--- config.mk ---
export PLATFORM = sky130hd
export DESIGN_NAME = if_id_skid_reg
export DESIGN_NICKNAME = d
export VERILOG_FILES = /design/src/rtl/pipe_pkg.sv /design/src/rtl/pipe_slot.sv /design/src/rtl/if_id_skid_reg.sv
export SDC_FILE = /design/constraint.sdc
export NUM_CORES = 1
export LEC_CHECK = 0
export ABC_AREA = 1
export BUFFER_PORTS_ARGS = -buffer_cell sky130_fd_sc_hd__buf_2
export CAP_MARGIN = 20
export CORE_AREA = 2 2 135 98
export CTS_CLUSTER_DIAMETER = 30
export DETAILED_ROUTE_END_ITERATION = 8
export DIE_AREA = 0 0 137 100
export PLACE_DENSITY = 0.79
export SETUP_SLACK_MARGIN = 0.15
export SYNTH_ARGS = -nofsm -noshare
export SYNTH_HDL_FRONTEND = slang
export SYNTH_SLANG_ARGS = --single-unit
--- constraint.sdc ---
create_clock -name clk_in -period 1.6 [get_ports clk_in]
set_input_delay 0.16 -clock clk_in [delete_from_list [all_inputs] [get_ports clk_in]]
set_output_delay 0.16 -clock clk_in [all_outputs]
set_load 0.01 [all_outputs]
--- src/rtl/pipe_pkg.sv ---
// rtl/pipe_pkg.sv - shared state encoding, NOP constant and handshake macros for pipeline skid registers
`ifndef PIPE_PKG_SV
`define PIPE_PKG_SV

`define PIPE_XFER(valid, ready, rdy, flush) ((valid) & (ready) & (rdy) & ~(flush))
`define PIPE_ACC(valid, ready, rdy, flush) `PIPE_XFER(valid, ready, rdy, flush)
`define PIPE_POP(valid, ready, rdy, flush) `PIPE_XFER(valid, ready, rdy, flush)

package pipe_pkg;

  typedef enum logic [1:0] {
    EMPTY = 2'd0,
    ONE   = 2'd1,
    FULL  = 2'd2
  } pipe_state_e;

  localparam logic [31:0] NOP_INST_DEFAULT = 32'h0;

endpackage

`endif

--- src/rtl/pipe_slot.sv ---
// rtl/pipe_slot.sv - one {valid, pc, inst} holding register with load, clear and async reset
module pipe_slot #(
  parameter int ADDR_W = 32,
  parameter int INST_W = 32
) (
  input  logic              clk_in,
  input  logic              rst_n_in,
  input  logic              load,
  input  logic              clear,
  input  logic [ADDR_W-1:0] pc_d,
  input  logic [INST_W-1:0] inst_d,
  output logic              valid,
  output logic [ADDR_W-1:0] pc,
  output logic [INST_W-1:0] inst
);

  // Clear wins over load so a redirect can never be overtaken by a fetch.
  always_ff @(posedge clk_in or negedge rst_n_in) begin
    if (!rst_n_in) begin
      valid <= 1'b0;
      pc    <= '0;
      inst  <= '0;
    end else if (clear) begin
      valid <= 1'b0;
      pc    <= '0;
      inst  <= '0;
    end else if (load) begin
      valid <= 1'b1;
      pc    <= pc_d;
      inst  <= inst_d;
    end
  end

endmodule

--- src/rtl/if_id_skid_reg.sv ---
// rtl/if_id_skid_reg.sv - IF->ID pipeline register with valid/ready handshake and 2-entry skid buffer
module if_id_skid_reg
  import pipe_pkg::*;
#(
  parameter int                ADDR_W   = 32,
  parameter int                INST_W   = 32,
  parameter logic [INST_W-1:0] NOP_INST = INST_W'(NOP_INST_DEFAULT)
) (
  input  logic              clk_in,
  input  logic              rst_n_in,
  input  logic              rdy_in,
  input  logic              flush_in,
  input  logic              in_valid,
  output logic              in_ready,
  input  logic [ADDR_W-1:0] pc_in,
  input  logic [INST_W-1:0] inst_in,
  output logic              out_valid,
  input  logic              out_ready,
  output logic [ADDR_W-1:0] pc_out,
  output logic [INST_W-1:0] inst_out,
  output logic [1:0]        occupancy
);

  pipe_state_e       state;
  logic              acc, pop, wipe;
  logic              main_load, main_clear, main_from_skid;
  logic              skid_load, skid_clear;
  logic              main_valid, skid_valid;
  logic [ADDR_W-1:0] main_pc, skid_pc, main_pc_d;
  logic [INST_W-1:0] main_inst, skid_inst, main_inst_d;

  // Ready is a function of registered state only, so ID stalls never reach IF combinationally.
  assign in_ready  = rdy_in & (state != FULL);
  assign out_valid = rdy_in & (state != EMPTY);
  assign acc       = `PIPE_ACC(in_valid, in_ready, rdy_in, flush_in);
  assign pop       = `PIPE_POP(out_valid, out_ready, rdy_in, flush_in);
  assign wipe      = rdy_in & flush_in;

  always_comb begin
    main_load      = 1'b0;
    main_clear     = wipe;
    main_from_skid = 1'b0;
    skid_load      = 1'b0;
    skid_clear     = wipe;
    if (!wipe) begin
      case (state)
        EMPTY: main_load = acc;
        ONE: begin
          if (acc && !pop)      skid_load  = 1'b1;
          else if (acc)         main_load  = 1'b1;
          else if (pop)         main_clear = 1'b1;
        end
        FULL: begin
          if (pop) begin
            main_load      = 1'b1;
            main_from_skid = 1'b1;
            skid_clear     = 1'b1;
          end
        end
        default: ;
      endcase
    end
  end

  assign main_pc_d   = main_from_skid ? skid_pc   : pc_in;
  assign main_inst_d = main_from_skid ? skid_inst : inst_in;

  always_ff @(posedge clk_in or negedge rst_n_in) begin
    if (!rst_n_in) begin
      state <= EMPTY;
    end else if (wipe) begin
      state <= EMPTY;
    end else begin
      case (state)
        EMPTY:   if (acc) state <= ONE;
        ONE:     if (acc && !pop) state <= FULL;
                 else if (pop && !acc) state <= EMPTY;
        FULL:    if (pop) state <= ONE;
        default: state <= EMPTY;
      endcase
    end
  end

  pipe_slot #(.ADDR_W(ADDR_W), .INST_W(INST_W)) u_main (
    .clk_in   (clk_in),
    .rst_n_in (rst_n_in),
    .load     (main_load),
    .clear    (main_clear),
    .pc_d     (main_pc_d),
    .inst_d   (main_inst_d),
    .valid    (main_valid),
    .pc       (main_pc),
    .inst     (main_inst)
  );

  pipe_slot #(.ADDR_W(ADDR_W), .INST_W(INST_W)) u_skid (
    .clk_in   (clk_in),
    .rst_n_in (rst_n_in),
    .load     (skid_load),
    .clear    (skid_clear),
    .pc_d     (pc_in),
    .inst_d   (inst_in),
    .valid    (skid_valid),
    .pc       (skid_pc),
    .inst     (skid_inst)
  );

  // Gate on the main slot rather than rdy_in so a paused entry keeps showing its data.
  assign pc_out    = main_valid ? main_pc   : '0;
  assign inst_out  = main_valid ? main_inst : NOP_INST;
  assign occupancy = state;

  logic unused_ok;
  assign unused_ok = skid_valid;

endmodule
* Word-level counts from Yosys, hierarchy flattened
Cells that the tools add are included.
** Word-level totals
- Logic and storage cells :: 66
- ROM bits :: 0
- Bits in latches :: 0
- Memories :: 0
- Output and inout port bits :: 68
- Flip-flop bits (word level) :: 131
- Memory bits (writable) :: 0
** Cells by class
- Divide/modulo/power cells :: 0
- Bitwise logic cells :: 10
- $add $sub $neg :: 0
- Multipliers :: 0
- Order comparisons :: 0
- Equality and inequality tests :: 6
- Muxes and demuxes :: 35
- Shift operators :: 0
- Reduce and logical (&&, ||, !) cells :: 9
** Operators with widths (number)
- 2-to-1 mux 32 bit :: 12
- 2-to-1 mux 1 bit :: 16
- 2-to-1 mux 2 bit :: 5
- AND 1 bit :: 9
- inequality test 3 bit, second input constant :: 2
- one-hot mux 2 bit (3 select lines) :: 1
- nonzero test 2 bit :: 3
- inequality test 4 bit, second input constant :: 1
- one-hot mux 1 bit (3 select lines) :: 1
- AND reduction 3 bit :: 1
- == test 2 x 1 -> 1 bit, second input constant :: 1
- == test 2 bit, second input constant :: 1
- logical AND 1 bit :: 2
- zero test 1 bit :: 2
- zero test 2 bit :: 1
- inequality test 2 bit, second input constant :: 1
- inverter 1 bit :: 1

* Depth between registers and ports, before layout
- Depth after elaboration :: 12
- Gate-level depth with buffers :: 11

* By module
Synthesis repeated with hierarchy kept, for this count alone.
** Unflattened totals
- Cell total of the unflattened synthesis :: 942
- Area total of the unflattened synthesis :: 6820.3 um^2
** Modules (own cells, without submodules)
- pipe_slot :: area an instance 2586.2 um^2, times used 2, cells each 280
- if_id_skid_reg :: area an instance 1647.8 um^2, times used 1, cells each 382

* Worst setup path before layout
OpenSTA, ideal clock, no wires.
- Path kind :: reg-to-reg
- From :: register state[0], in the netlist occupancy[0]
- To :: register u_main.pc[0]
- Data required time :: 1.482 ns
- Clock period less this slack :: 1.470 ns
- Slack :: 0.130 ns
- Cell stages (with the launch flop) :: 11
- Data arrival time :: 1.352 ns
- Cells stage by stage :: dfrtp_1 -> inv_2 -> nand2_1 -> nand3_1 -> clkinv_1 -> nor2_1 -> a21oi_2 -> buf_6 -> buf_6 -> nand3_1 -> nand2_1
** Between the ends
- Longest elaborated chain between the ends :: 11
- Elaborated cells on any way between the ends :: 30
- Those cells by class :: 3 x eq/ne; 14 x mux; 8 x bitwise; 5 x reduce/logical
** RTL lines
- start: declaration :: line if_id_skid_reg.sv:24 : pipe_state_e state;
- start signal: assignment :: line if_id_skid_reg.sv:70 : state <= EMPTY;
- start signal: assignment :: line if_id_skid_reg.sv:72 : state <= EMPTY;
- start signal: assignment :: line if_id_skid_reg.sv:75 : EMPTY: if (acc) state <= ONE;
- nonzero test 2 bit :: line if_id_skid_reg.sv:34 : assign out_valid = rdy_in & (state != EMPTY);
- AND 1 bit :: line if_id_skid_reg.sv:34
- AND 1 bit (no source line) (3 in a row)
- 2-to-1 mux 1 bit or zero test 1 bit (tied branches) :: line if_id_skid_reg.sv:51, if_id_skid_reg.sv:54, if_id_skid_reg.sv:49
- 2-to-1 mux 1 bit, or another cell as far along :: line if_id_skid_reg.sv:46 : case (state)
- 2-to-1 mux 1 bit, on equally long branches :: line if_id_skid_reg.sv:45, if_id_skid_reg.sv:49
- 2-to-1 mux 32 bit, or another cell as far along :: line if_id_skid_reg.sv:65 : assign main_pc_d = main_from_skid ? skid_pc : pc_in;
- 2-to-1 mux 32 bit or 2-to-1 mux 1 bit (tied branches) :: line pipe_slot.sv:27, if_id_skid_reg.sv:45
- 2-to-1 mux 32 bit or nonzero test 2 bit (tied branches)
- end signal: assignment :: line pipe_slot.sv:29 : pc <= pc_d;
- end: declaration :: line pipe_slot.sv:13 : output logic [ADDR_W-1:0] pc,
Several ways; a longest one is shown, not always the timed one. The select of a mux whose other input is x is not followed.
A chain may end at the register's enable or synchronous reset.

* Worst setup path in the final report
- From :: register state[1], in the netlist occupancy[1]
- To :: register u_skid.pc[16]
** Between the ends
- Longest elaborated chain between the ends :: 11
- Elaborated cells on any way between the ends :: 22
- Those cells by class :: 3 x eq/ne; 7 x mux; 8 x bitwise; 4 x reduce/logical
** RTL lines
- nonzero test 2 bit :: line if_id_skid_reg.sv:34
- AND 1 bit :: line if_id_skid_reg.sv:34
- AND 1 bit (no source line) (3 in a row)
- zero test 1 bit :: line if_id_skid_reg.sv:49 : if (acc && !pop) skid_load = 1'b1;
- logical AND 1 bit :: line if_id_skid_reg.sv:49
- 2-to-1 mux 1 bit :: line if_id_skid_reg.sv:49
- 2-to-1 mux 1 bit :: line if_id_skid_reg.sv:46
- 2-to-1 mux 1 bit :: line if_id_skid_reg.sv:45 : if (!wipe) begin
- nonzero test 2 bit (no source line)
- end signal: assignment :: line pipe_slot.sv:29
- end: declaration :: line pipe_slot.sv:13
Several ways; a longest one is shown, not always the timed one.

==> summary by stage <==
Synthesis
The number of enable flip-flop cells after synthesis is 0. Yosys mapped the design onto 22 distinct sky130hd cell types. The share of the synthesized area in the top cell type is 49.2%. Each instance of the synthesized netlist takes up on average 7.60 µm². Sequential elements use 49.2% of the synthesized area. The number of warnings printed during yosys synthesis is 0. The cell count after synthesis came out at 877. The cell type with the highest aggregate area in the netlist is sky130_fd_sc_hd__dfrtp_1. By area the synthesized netlist is led by sky130_fd_sc_hd__dfrtp_1 49%, sky130_fd_sc_hd__nand2_1 15%, sky130_fd_sc_hd__nand3_1 9.9%.

The mapped netlist covers 6660 µm². The synthesized net count is 947. The most common flop cell mapped by yosys is sky130_fd_sc_hd__dfrtp_1. The flip-flop and latch count after synthesis is 131. In the synthesized netlist the async set-or-reset flop fraction comes to 100%.

Timing
Setup repair after global routing could not meet its margin everywhere. After routing, the total negative slack on setup checks comes to -8.45 ns. The top achievable clock speed is 0.567 GHz. Once routing completed, OpenROAD measured the worst setup slack at -0.164 ns.

At the pin with the least slew margin, the transition time is 0.416 ns. Clock skew on the completed layout was measured at 0.00548 ns. The headroom to the max-slew limit is 72.3%. The number of failing hold endpoints at the final stage came to 0.

The post-route minimum period is 1.76 ns. The final count of negative-setup-slack endpoints is 118. The final-report max-slew violation count was 0. Dividing the final minimum period by the clock period gives 110%.

Layout
In the layout the commonest cells are 151 x sky130_fd_sc_hd__nand2_1, 129 x sky130_fd_sc_hd__dfrtp_1, 117 x sky130_fd_sc_hd__o21ai_1. The post-route cell area is 10200 µm². The area occupied by registers is 3280 µm². The number of filler cells placed in the layout is 722.

The most common library cell in the layout ignoring fill and taps is sky130_fd_sc_hd__nand2_1. The final net count is 1116. The multi-input logic area is 3190 µm². The share of cells above drive strength 1 is 42.4%. The area growth from synthesis to layout is 52.4%.

Run status
The run finished, with violations left. The checks that failed: negative setup slack.

Place
The area of placed instances is 7540 µm². Summed over all nets, the half-perimeter wirelength after detailed placement is 10900 µm. The number of buffer cells added on primary ports is 137. At the end of routability-driven placement, the weighted congestion stood at 0.902.

Routing
The first detailed-routing pass took 5 iterations. The count of unresolved DRC violations after routing is 0. The remaining antenna violation count is 0. The DRC marker count from the first detailed-route iteration is 813. For this block, the via count after detailed routing is 7072. The vias per cell is 5.77. Wires add up to 24700 µm.

The average routed wire per standard cell is 20.2 µm.

Setup path
Data on the critical path arrives at its endpoint at 2.08 ns. The worst register-to-register path has a depth of 9. The largest driver fanout on the critical path is 10. The worst setup path is launched from a flop. The setup path with the least slack is of type flop to flop. The worst register-to-register path begins at occupancy[1]$_DFFE_PN0P_. The kind of end point of the critical path is a flop. The critical path required time is 1.92 ns. Across all register-to-register paths, the minimum setup slack is -0.16 ns. The endpoint identified for the worst register-to-register timing path is u_skid.pc[16]$_DFFE_PN0P_.

GRT
The number of global-route vias before repair is 5972. The aggregate global-route resource usage is 28.5%. Summed over all layers, the global routing overflow is 0. The first global-routing pass estimated 30400 µm of wire.

The largest net degree at the start of global routing is 54. The number of antenna violations at the first check in global routing was 2.

CTS
The H-tree was split into 4 levels. TritonCTS built the clock tree. In this run the clock root is driven by a sky130_fd_sc_hd__clkbuf_16. The number of buffers created by CTS is 17. The number of clock sinks is 131.

The CTS clock-pin slew for the worst setup and hold paths is 0.06 ns. The largest buffer count on any clock path is 2. The latest clock arrival within the worst-skew pair is 0.42 ns.

Flow run
The max-cap check violation count is 0.

Floorplan
The top-level I/O count is 138. In this run the horizontal extent of the chip is 137 µm. The die outline area is 13700 µm².

The number of cell rows is 35. The placeable core region is 12600 µm². The effective utilization at floorplan is 52.8%. The vertical die dimension is 100 µm.

Power and ir drop
Summed over all cells, the static leakage comes to 5.88 nW. The worst-case IR drop observed on VDD is 0.905 mV. The total power per unit cell area is 1330 nW/µm².

Hold path
The worst hold path begins at pc_in[10]. The type of the most critical hold path is input pin to flop. The hold path depth is 3. The endpoint of the worst hold-timing path is u_skid.pc[10]$_DFFE_PN0P_.
-- routing by layer --
layer | wire [µm] | up-vias | track usage (%)
met5 | 20 | - | 0
met4 | 1020 | 2 | 8.64
met3 | 2750 | 101 | 6.21
met2 | 11600 | 472 | 44.1
met1 | 9330 | 3405 | 40.7
li1 | - | 3092 | -
-- worst max path at each step --
| stage | startpoint | endpoint |
|---|---|---|
| 6_report | occupancy[1]$_DFFE_PN0P_ | u_skid.pc[16]$_DFFE_PN0P_ |
| 5_1_grt | occupancy[1]$_DFFE_PN0P_ | u_skid.pc[16]$_DFFE_PN0P_ |
| 4_1_cts | occupancy[1]$_DFFE_PN0P_ | u_main.inst[26]$_DFFE_PN0P_ |
| 3_5_place_dp | occupancy[1]$_DFFE_PN0P_ | u_skid.inst[20]$_DFFE_PN0P_ |
| 3_3_place_gp | occupancy[1]$_DFFE_PN0P_ | u_skid.inst[24]$_DFFE_PN0P_ |
| 2_1_floorplan | occupancy[0]$_DFFE_PN0P_ | u_skid.inst[0]$_DFFE_PN0P_ |
-- report_power, final --
group / internal, mW / switching (mW) / total [mW] / leakage (nW)
sequential: 3.96 / 0.601 / 4.56 / 1.78
combinational: 2.01 / 2.63 / 4.64 / 3.79
clock: 2.80 / 1.53 / 4.34 / 0.305
-- flip-flops by register name, indices dropped and copies added (netlist names) --
register      count
occupancy         2
u_main.inst      32
u_skid.pc        32
u_main.valid      1
u_skid.inst      32
u_main.pc        32
-- cells in the mapped netlist (5+ instances only) --
| cell | number |
|---|---|
| sky130_fd_sc_hd__clkbuf_1 | 7 |
| sky130_fd_sc_hd__o21ai_0 | 5 |
| sky130_fd_sc_hd__buf_2 | 19 |
| sky130_fd_sc_hd__buf_6 | 23 |
| sky130_fd_sc_hd__nand2_1 | 269 |
| sky130_fd_sc_hd__buf_4 | 8 |
| sky130_fd_sc_hd__nor2_1 | 6 |
| sky130_fd_sc_hd__inv_1 | 135 |
| sky130_fd_sc_hd__inv_2 | 6 |
| sky130_fd_sc_hd__dfrtp_1 | 131 |
| sky130_fd_sc_hd__nand3_1 | 132 |
| sky130_fd_sc_hd__o21ai_1 | 124 |
-- worst max-delay path, cell delays in order (launching register included) --
cell and delay (ns):
sky130_fd_sc_hd__dfrtp_2 0.44, sky130_fd_sc_hd__buf_4 0.16, sky130_fd_sc_hd__nor2_1 0.18, sky130_fd_sc_hd__inv_1 0.11, sky130_fd_sc_hd__nor2_4 0.12, sky130_fd_sc_hd__nand3_4 0.14
sky130_fd_sc_hd__clkinv_8 0.12, sky130_fd_sc_hd__buf_12 0.14, sky130_fd_sc_hd__nand3_1 0.08, sky130_fd_sc_hd__o21ai_1 0.16
-- stage by stage --
step,total power [mW],setup slack [ns],instances,hold slack [ns],utilization (%)
floorplan,5.79,0.156,877,-0.136,-
global placement,6.65,0.0165,1145,0.0961,59.8
detailed placement,6.73,-0.0309,1145,0.101,59.8
CTS,11.4,-0.00179,1200,0.0000463,69.3
global route,14.0,-0.209,1225,-0.000828,80.5
finish,13.5,-0.164,1226,0.00225,80.5
-- cells by family after synthesis --
family | after synthesis | share of synthesized area, %
buffers and inverters | 202 | 14.8
and+or+nand+nor | 412 | 26.0
DFF | 131 | 49.2
AOI/OAI and AO/OA | 132 | 9.99
-- layout make-up --
cell class	instances	share of cell area, %
Sequential cell	131	32.3
Multi-Input combinational cell	544	31.4
Timing Repair Buffer	210	22.2
Inverter	142	5.58
Clock buffer	19	4.36
Clock inverter	13	2.04
Tap cell	166	2.04
Antenna cell	1	0.0246
-- what timing repair did --
| action | in CTS | in global routing |
|---|---|---|
| hold endpoints to repair | 44 | 1 |
| resized for setup | 70 | 291 |
| cloned | 5 | 15 |
| endpoints found under the setup margin | 181 | 196 |
| setup buffers | 10 | 9 |
| pin swaps | 38 | 53 |
| hold buffers | 8 | 1 |
Power figures use the tool's default switching activity.
